==> config.mk <==
export PLATFORM = sky130hd
export DESIGN_NAME = uart_cmd_rx_flat
export DESIGN_NICKNAME = d
export VERILOG_FILES = /design/src/rtl/uart_cmd_rx_if.sv /design/src/rtl/uart_cmd_rx.sv /design/src/flat_wrapper.sv
export SDC_FILE = /design/constraint.sdc
export NUM_CORES = 1
export LEC_CHECK = 0
export BUFFER_PORTS_ARGS = -buffer_cell sky130_fd_sc_hd__buf_4
export CORE_ASPECT_RATIO = 0.5
export CORE_UTILIZATION = 55
export DETAILED_ROUTE_END_ITERATION = 12
export GPL_TIMING_DRIVEN = 0
export PLACE_DENSITY_LB_ADDON = 0.1
export SYNTH_ARGS = -nofsm -noshare
export SYNTH_HDL_FRONTEND = slang
export SYNTH_SLANG_ARGS = --single-unit
==> constraint.sdc <==
create_clock -name clk -period 3.9 [get_ports clk]
set_input_delay 0.39 -clock clk [delete_from_list [all_inputs] [get_ports clk]]
set_output_delay 0.39 -clock clk [all_outputs]
set_load 0.01 [all_outputs]
==> src/rtl/uart_cmd_rx_if.sv <==
// Byte handshake between the UART command receiver and the auth state machine.
interface uart_cmd_rx_if;
  logic       clr_rdy;
  logic [7:0] rx_data;
  logic       rdy;
  logic       frm_err;
  logic       ovr_err;

  modport master (output clr_rdy, input rx_data, rdy, frm_err, ovr_err);
  modport slave  (input clr_rdy, output rx_data, rdy, frm_err, ovr_err);
endinterface

==> src/rtl/uart_cmd_rx.sv <==
// 8N1 UART receiver with mid-bit sampling, rdy/clr_rdy handshake and sticky
// framing/overrun flags.
module uart_cmd_rx #(
  parameter int BAUD_CYCLES = 2604
) (
  input  logic          clk,
  input  logic          rst,
  input  logic          RX,
  uart_cmd_rx_if.slave  bus
);

  localparam int BW = $clog2(BAUD_CYCLES);
  localparam logic [BW-1:0] HALF_LOAD = BW'(BAUD_CYCLES / 2 - 1);
  localparam logic [BW-1:0] FULL_LOAD = BW'(BAUD_CYCLES - 1);

  typedef enum logic [2:0] {IDLE, START, DATA, STOP, BRK} state_e;

  state_e          state_q, state_d;
  logic            rx_meta_q, rx_s_q;
  logic [BW-1:0]   bcnt_q, bcnt_d;
  logic [3:0]      bitcnt_q, bitcnt_d;
  logic [7:0]      shreg_q, shreg_d;
  logic [7:0]      rx_data_q, rx_data_d;
  logic            rdy_q, rdy_d;
  logic            frm_err_q, frm_err_d;
  logic            ovr_err_q, ovr_err_d;
  logic            bcnt_zero;
  logic            good_stop;
  logic            bad_stop;

  assign bcnt_zero = (bcnt_q == '0);
  assign good_stop = (state_q == STOP) && bcnt_zero && rx_s_q;
  assign bad_stop  = (state_q == STOP) && bcnt_zero && !rx_s_q;

  always_ff @(posedge clk or posedge rst) begin
    if (rst) begin
      state_q <= IDLE;
    end else begin
      state_q <= state_d;
    end
  end

  always_comb begin
    state_d = state_q;
    case (state_q)
      IDLE:    if (!rx_s_q) state_d = START;
      START:   if (bcnt_zero) state_d = rx_s_q ? IDLE : DATA;
      DATA:    if (bcnt_zero && (bitcnt_q == 4'd7)) state_d = STOP;
      STOP:    if (bcnt_zero) state_d = rx_s_q ? IDLE : BRK;
      BRK:     if (rx_s_q) state_d = IDLE;
      default: state_d = IDLE;
    endcase
  end

  // Flag updates give a set priority over clr_rdy so a byte landing on the
  // acknowledge edge is never lost.
  always_comb begin
    bcnt_d    = bcnt_q;
    bitcnt_d  = bitcnt_q;
    shreg_d   = shreg_q;
    rx_data_d = rx_data_q;

    case (state_q)
      IDLE: begin
        if (!rx_s_q) bcnt_d = HALF_LOAD;
      end
      START: begin
        if (bcnt_zero) begin
          bcnt_d   = FULL_LOAD;
          bitcnt_d = 4'd0;
        end else begin
          bcnt_d = bcnt_q - 1'b1;
        end
      end
      DATA: begin
        if (bcnt_zero) begin
          bcnt_d   = FULL_LOAD;
          shreg_d  = {rx_s_q, shreg_q[7:1]};
          bitcnt_d = bitcnt_q + 4'd1;
        end else begin
          bcnt_d = bcnt_q - 1'b1;
        end
      end
      STOP: begin
        if (!bcnt_zero) bcnt_d = bcnt_q - 1'b1;
      end
      default: ;
    endcase

    if (good_stop) rx_data_d = shreg_q;

    rdy_d = rdy_q;
    if (good_stop)        rdy_d = 1'b1;
    else if (bus.clr_rdy) rdy_d = 1'b0;

    ovr_err_d = ovr_err_q;
    if (good_stop && rdy_q) ovr_err_d = 1'b1;
    else if (bus.clr_rdy)   ovr_err_d = 1'b0;

    frm_err_d = frm_err_q;
    if (bad_stop)         frm_err_d = 1'b1;
    else if (bus.clr_rdy) frm_err_d = 1'b0;
  end

  always_ff @(posedge clk or posedge rst) begin
    if (rst) begin
      rx_meta_q <= 1'b1;
      rx_s_q    <= 1'b1;
      bcnt_q    <= '0;
      bitcnt_q  <= 4'd0;
      shreg_q   <= 8'h00;
      rx_data_q <= 8'h00;
      rdy_q     <= 1'b0;
      frm_err_q <= 1'b0;
      ovr_err_q <= 1'b0;
    end else begin
      rx_meta_q <= RX;
      rx_s_q    <= rx_meta_q;
      bcnt_q    <= bcnt_d;
      bitcnt_q  <= bitcnt_d;
      shreg_q   <= shreg_d;
      rx_data_q <= rx_data_d;
      rdy_q     <= rdy_d;
      frm_err_q <= frm_err_d;
      ovr_err_q <= ovr_err_d;
    end
  end

  assign bus.rx_data = rx_data_q;
  assign bus.rdy     = rdy_q;
  assign bus.frm_err = frm_err_q;
  assign bus.ovr_err = ovr_err_q;

endmodule

==> src/flat_wrapper.sv <==
// flat-port wrapper written by rule: the top's interface ports become plain ports
module uart_cmd_rx_flat 
#(
  parameter int BAUD_CYCLES = 2604
)
  (clk, rst, RX, bus_clr_rdy, bus_rx_data, bus_rdy, bus_frm_err, bus_ovr_err);
  uart_cmd_rx_if bus_i ();
  input  logic clk;
  input  logic rst;
  input  logic RX;
  input wire logic [$bits(bus_i.clr_rdy)-1:0] bus_clr_rdy;
  output wire logic [$bits(bus_i.rx_data)-1:0] bus_rx_data;
  output wire logic [$bits(bus_i.rdy)-1:0] bus_rdy;
  output wire logic [$bits(bus_i.frm_err)-1:0] bus_frm_err;
  output wire logic [$bits(bus_i.ovr_err)-1:0] bus_ovr_err;
  assign bus_i.clr_rdy = bus_clr_rdy;
  assign bus_rx_data = bus_i.rx_data;
  assign bus_rdy = bus_i.rdy;
  assign bus_frm_err = bus_i.frm_err;
  assign bus_ovr_err = bus_i.ovr_err;
  uart_cmd_rx #(.BAUD_CYCLES(BAUD_CYCLES)) u_core (.clk(clk), .rst(rst), .RX(RX), .bus(bus_i));
endmodule
# [Yosys cells after proc, flatten, opt, wreduce, memory -nomap -nowiden]
# Index checks and enable logic that the tools add are counted.
[classes] mux=19 addsub=2 eq_ne=12 n_reduce_logical=18
[ops] cell="$mux W12" count=3
[ops] cell="$pmux W12 S3" count=1
[ops] cell="$mux W3" count=6
[ops] cell="$pmux W3 S5" count=1
[ops] cell="$logic_not A12 Y1" count=1
[ops] cell="$sub A12 B1 Y12 const B" count=1
[ops] cell="$ne A2 B1 Y1 const B" count=5
[ops] cell="$mux W4" count=2
[ops] cell="$pmux W4 S2" count=1
[ops] cell="$reduce_bool A2 Y1" count=4
[ops] cell="$eq A3 B2 Y1 const B" count=2
[ops] cell="$reduce_and A3 Y1" count=2
[ops] cell="$logic_and A1 B1 Y1" count=5
[ops] cell="$reduce_and A5 Y1" count=1
[ops] cell="$add A4 B1 Y4 const B" count=1
[ops] cell="$eq A4 B3 Y1 const B" count=1
[ops] cell="$mux W1" count=4
[ops] cell="$ne A2 B2 Y1 const B" count=2
[ops] cell="$eq A3 B1 Y1 const B" count=1
[ops] cell="$eq A3 B3 Y1 const B" count=1
[ops] cell="$logic_not A3 Y1" count=1
[ops] cell="$reduce_bool A3 Y1" count=1
[ops] cell="$mux W2" count=1
[ops] cell="$reduce_and A2 Y1" count=1
[ops] cell="other kinds (2)" count=2
[totals] register_bits=40 word_cells=61

# [Depth between registers and ports, before layout]
[logic_depth] word_depth=5 ltp_mapped=7

# [Worst setup path before layout]
# OpenSTA, ideal clock, no wires.
[synth_path] kind="register to register" from="reg u_core.bcnt_q[0]" to="reg u_core.bcnt_q[5]" period_less_slack_ns=2.221 n_path_buf=0 path_stages_with_launch=7 slack_ns=1.679 arrival_time_ns=2.095 cell_sequence="dfrtp_1 > inv_1 > ha_1 > or4b_2 > nor4_4 > nor2_1 > a221o_1"
[synth_between] elab_chain_len=3 word_cells_on_any_way=7 classes_between="add/sub: 1; eq/ne: 1; mux: 3; reduce/logical: 2"
[synth_rtl] element="from (decl)" line_no="uart_cmd_rx.sv:20" text="logic [BW-1:0] bcnt_q, bcnt_d;"
[synth_rtl] element="from (signal assigned)" line_no="uart_cmd_rx.sv:119" text="bcnt_q <= bcnt_d;"
[synth_rtl] element="$sub A12 B1 Y12 or $logic_not A12 Y1 (tied branches)"
[synth_rtl] element="$mux W12 (tied with other cells)" line_no="uart_cmd_rx.sv:85" text="if (!bcnt_zero) bcnt_d = bcnt_q - 1'b1;"
[synth_rtl] element="$pmux W12 S3 or $reduce_and A3 Y1 (tied branches)"
# Several ways; a longest one is shown, not always the timed one. The select of a mux whose other input is x is not followed.
# A chain may end at the register's enable or synchronous reset.

# [Worst setup path after layout]
[layout_path] from="reg u_core.bcnt_q[0]" to="reg u_core.bcnt_q[11]"
# Same word-level chain as after synthesis.

==> flow_summary_export.csv <==
group,metric,value,unit
cts,clk_pin_slew_worst_paths,0.09,ns
floorplanning,coreArea,3210,um2
worst_hold_path,holdCritStartpoint,"RX",
worst_hold_path,hold_class,"primary input to register",
setup_path,cp-startpoint,"u_core.bcnt_q[0]",
setup_path,crit_chain,"inv_1, ha_1, nor4b_1, nand4_1, nand2_1, o21ai_0",
cts,clk_latency,0.30,ns
logic_synthesis,synth_top_family_by_area,"simple AND/OR/NAND/NOR gates",
logic_synthesis,yosysMostFrequentCell,"dfrtp_1",
route,first_pass_iters,5,
cells_and_area,nNetsFinal,222,
route,drt_iter0_markers,164,
floorplanning,fp-row-count,14,
logic_synthesis,syn_avg_cell_area,10.2,um2
logic_synthesis,ys_types,51,
sta,finClkSkew,0.00721,ns
global_routing,grtUsageTotal,0.265,
global_routing,grt_max_degree,41,
route,vias_per_cell,6.15,
floorplanning,die_h,44.4,um
sta,whs,0.196,ns
power_and_ir_drop,power_density,347,nW/um2
logic_synthesis,synth.largest_area_cell,"dfrtp_1",
setup_path,cp_max_fo,8,
global_routing,top_usage_layer,"met2",
logic_synthesis,synth_warnings,0,
cells_and_area,fillers,242,
logic_synthesis,synth_top_area_share,0.480,
global_routing,grt_pass1_wl,7.57,mm
global_routing,met2_usage,0.443,
logic_synthesis,mappedNetlistArea,1980,um2
setup_path,crit_path_end_kind,"register",
floorplanning,fp.dieW,86.9,um
cells_and_area,area_growth,14.2,%
power_and_ir_drop,max-vdd-ir-drop,304,uV
place,numPortBuffers,14,
cts,htree_num_levels,2,
logic_synthesis,yosysSeqAreaShare,0.507,
logic_synthesis,synth.area.top_cells,"dfrtp_1, nand2_1, mux2_2",
setup_path,worst_ep_arrival_time,3.03,ns
cells_and_area,multiInputGateArea,888,um2
run,drv_cap,0,
logic_synthesis,synthFlopType,"dfrtp_1",
global_routing,grt_pass1_vias,1639,
setup_path,r2r_start,"u_core.bcnt_q[0]",
sta,fin_crit_sh,0.730,
cts,clockRootBuffer,"clkbuf_8",
global_routing,use_met1,0.346,
logic_synthesis,synthMuxAreaShare,0.0505,
sta,relSlewSlack,0.201,
sta,slew_viol_final,0,
place,dpl.hpwl,2.88,mm
sta,setup_violations,0,
setup_path,start_kind,"register",
status,status,"complete, no violations",
cts,cts_tree,"yes",
logic_synthesis,ys_ff_latch,40,
route,vias,1624,
route,post_drt_wl_per_cell,16.7,um
cts,numClockSinks,40,
logic_synthesis,async_reset_ff_frac,1.00,
setup_path,crit_type,"register to register",
setup_path,worst_path_max_delay_cell,"nor4b_1",
floorplanning,initial_core_util,0.618,
cells_and_area,antenna_cells,0,
power_and_ir_drop,power_leakage,1.04,nW
route,finalWirelength,4.40,mm
place,place.gp.congestion,0.887,
logic_synthesis,synth-edff-count,0,
sta,period_needed,2.85,ns
global_routing,antenna_found_initial,0,
route,drcViolationCount,0,
logic_synthesis,synth-compound-area-share,0.162,
cells_and_area,drive_gt1_frac,0.199,
cts,clock_path_buffers,2,
setup_path,slowest_delay,0.94,ns
cts,cts-buffers-inserted,5,
logic_synthesis,syn_nets,201,
logic_synthesis,synthSimpleGateAreaFrac,0.213,
floorplanning,ios,15,
global_routing,grt_overflow,0,
cts,cts_resized,0,
logic_synthesis,synth.cells.most_frequent,"dfrtp_1, nand2_1, inv_1, nor2_1",
global_routing,grt.met3_usage,0.0634,
sta,grt_setup_unrepaired,"false",
sta,hold_violations,0,
logic_synthesis,syn_inst,194,
floorplanning,die_area,3860,um2
cts,post_cts_buffers,0,
sta,worst_pin_slew,1.18,ns
sta,fmax,351,MHz
logic_synthesis,synth_xor_area_frac,0.00442,
route,antenna_left,0,
setup_path,cp_data_required_time,4.08,ns
sta,fin_tns_setup,0,ns
logic_synthesis,synthAdderAreaFrac,0.0190,
cts,ctsHoldBuffers,0,
cells_and_area,seqCellArea,1000,um2
## logic make-up after synthesis
group / Yosys count
and+or+nand+nor: 77
adders and majority gates: 3
xor gates and xnor gates: 1
AOI/OAI and AO/OA: 46
buffers and inverters: 18
muxes: 9
DFF: 40
## per-stage QoR
step / utilization / power, mW / setup slack [ns] / instance area (um2) / std cells
CTS: 0.706 / 0.787 / 1.09 / 2260 / 264
global placement: 0.669 / 0.437 / 1.27 / 2150 / 256
floorplan: - / 0.432 / 1.68 / 1980 / 194
finish: 0.706 / 0.784 / 1.05 / 2260 / 264
detailed placement: 0.669 / 0.438 / 1.13 / 2150 / 256
global route: 0.706 / 0.801 / 0.712 / 2260 / 264
## registers in the layout, indices dropped and copies added, names as in the netlist, 3 cells and up
| register | cells |
|---|---|
| u_core.bcnt_q | 12 |
| u_core.bitcnt_q | 4 |
| u_core.state_q | 3 |
| u_core.bus.rx_data | 8 |
| u_core.shreg_q | 8 |
## power breakdown
part	switching, mW	internal, mW
clock	0.162	0.193
sequential	0.000259	0.416
combinational	0.0101	0.00243
## cell usage in the layout (no fill, tap or decap), types with 2 or more instances in the layout
| master | synthesis | layout |
|---|---|---|
| clkbuf_8 | 2 | 7 |
| nor3_1 | 4 | 4 |
| nand2_1 | 29 | 29 |
| mux2_2 | 8 | 8 |
| and3_1 | 2 | 2 |
| nand3_1 | 2 | 2 |
| o21ai_0 | 7 | 7 |
| clkbuf_1 | 5 | 5 |
| nor3b_1 | 3 | 3 |
| dfstp_2 | 2 | 2 |
| o31ai_1 | 3 | 3 |
| clkinv_4 | 0 | 2 |
| inv_1 | 10 | 9 |
| o22ai_1 | 3 | 3 |
| dfrtp_1 | 38 | 38 |
| a21oi_1 | 8 | 8 |
| nor4_1 | 6 | 6 |
| nand4_1 | 6 | 6 |
| nor2_1 | 10 | 10 |
| a41oi_1 | 2 | 2 |
| buf_4 | 0 | 14 |
| o211ai_1 | 4 | 4 |
| ha_1 | 3 | 3 |
| o2bb2ai_1 | 3 | 3 |
| a221o_1 | 2 | 2 |
| a31oi_1 | 5 | 5 |
## worst max-delay path: cells and delay by family (launching register included)
kind,cells,cell delay [ns]
flops,1,0.42
buf+inv,1,0.10
fa+ha+maj,1,0.16
compound gates,1,0.15
simple gates,3,1.88
## cell type report
cell class,instances,area share
Clock buffer,5,0.0304
Sequential cell,40,0.444
Buffer,8,0.0227
Inverter,10,0.0166
Clock inverter,3,0.0210
Multi-Input combinational cell,136,0.393
Tap cell,48,0.0265
Timing Repair Buffer,14,0.0465
## per-layer routing
layer	part of all wire	wire, um	vias up
met4	0.018	79	0
li1	-	-	755
met2	0.46	2010	63
met1	0.46	2050	790
met5	0	0	-
met3	0.060	265	16
## path summary, 6_finish.rpt
path                            slack [ns]                 end  cells after the start
worst min register to register        0.36       u_core.rx_s_q                      0
min in group asynchronous             0.24  u_core.bitcnt_q[2]                      2
worst min-delay path                  0.20    u_core.rx_meta_q                      1
max in group asynchronous             3.14   u_core.state_q[1]                      2
worst max-delay path                  1.05   u_core.bcnt_q[11]                      6
worst max register to register        1.05   u_core.bcnt_q[11]                      6
Note: power is estimated with default switching activity, not from simulation.
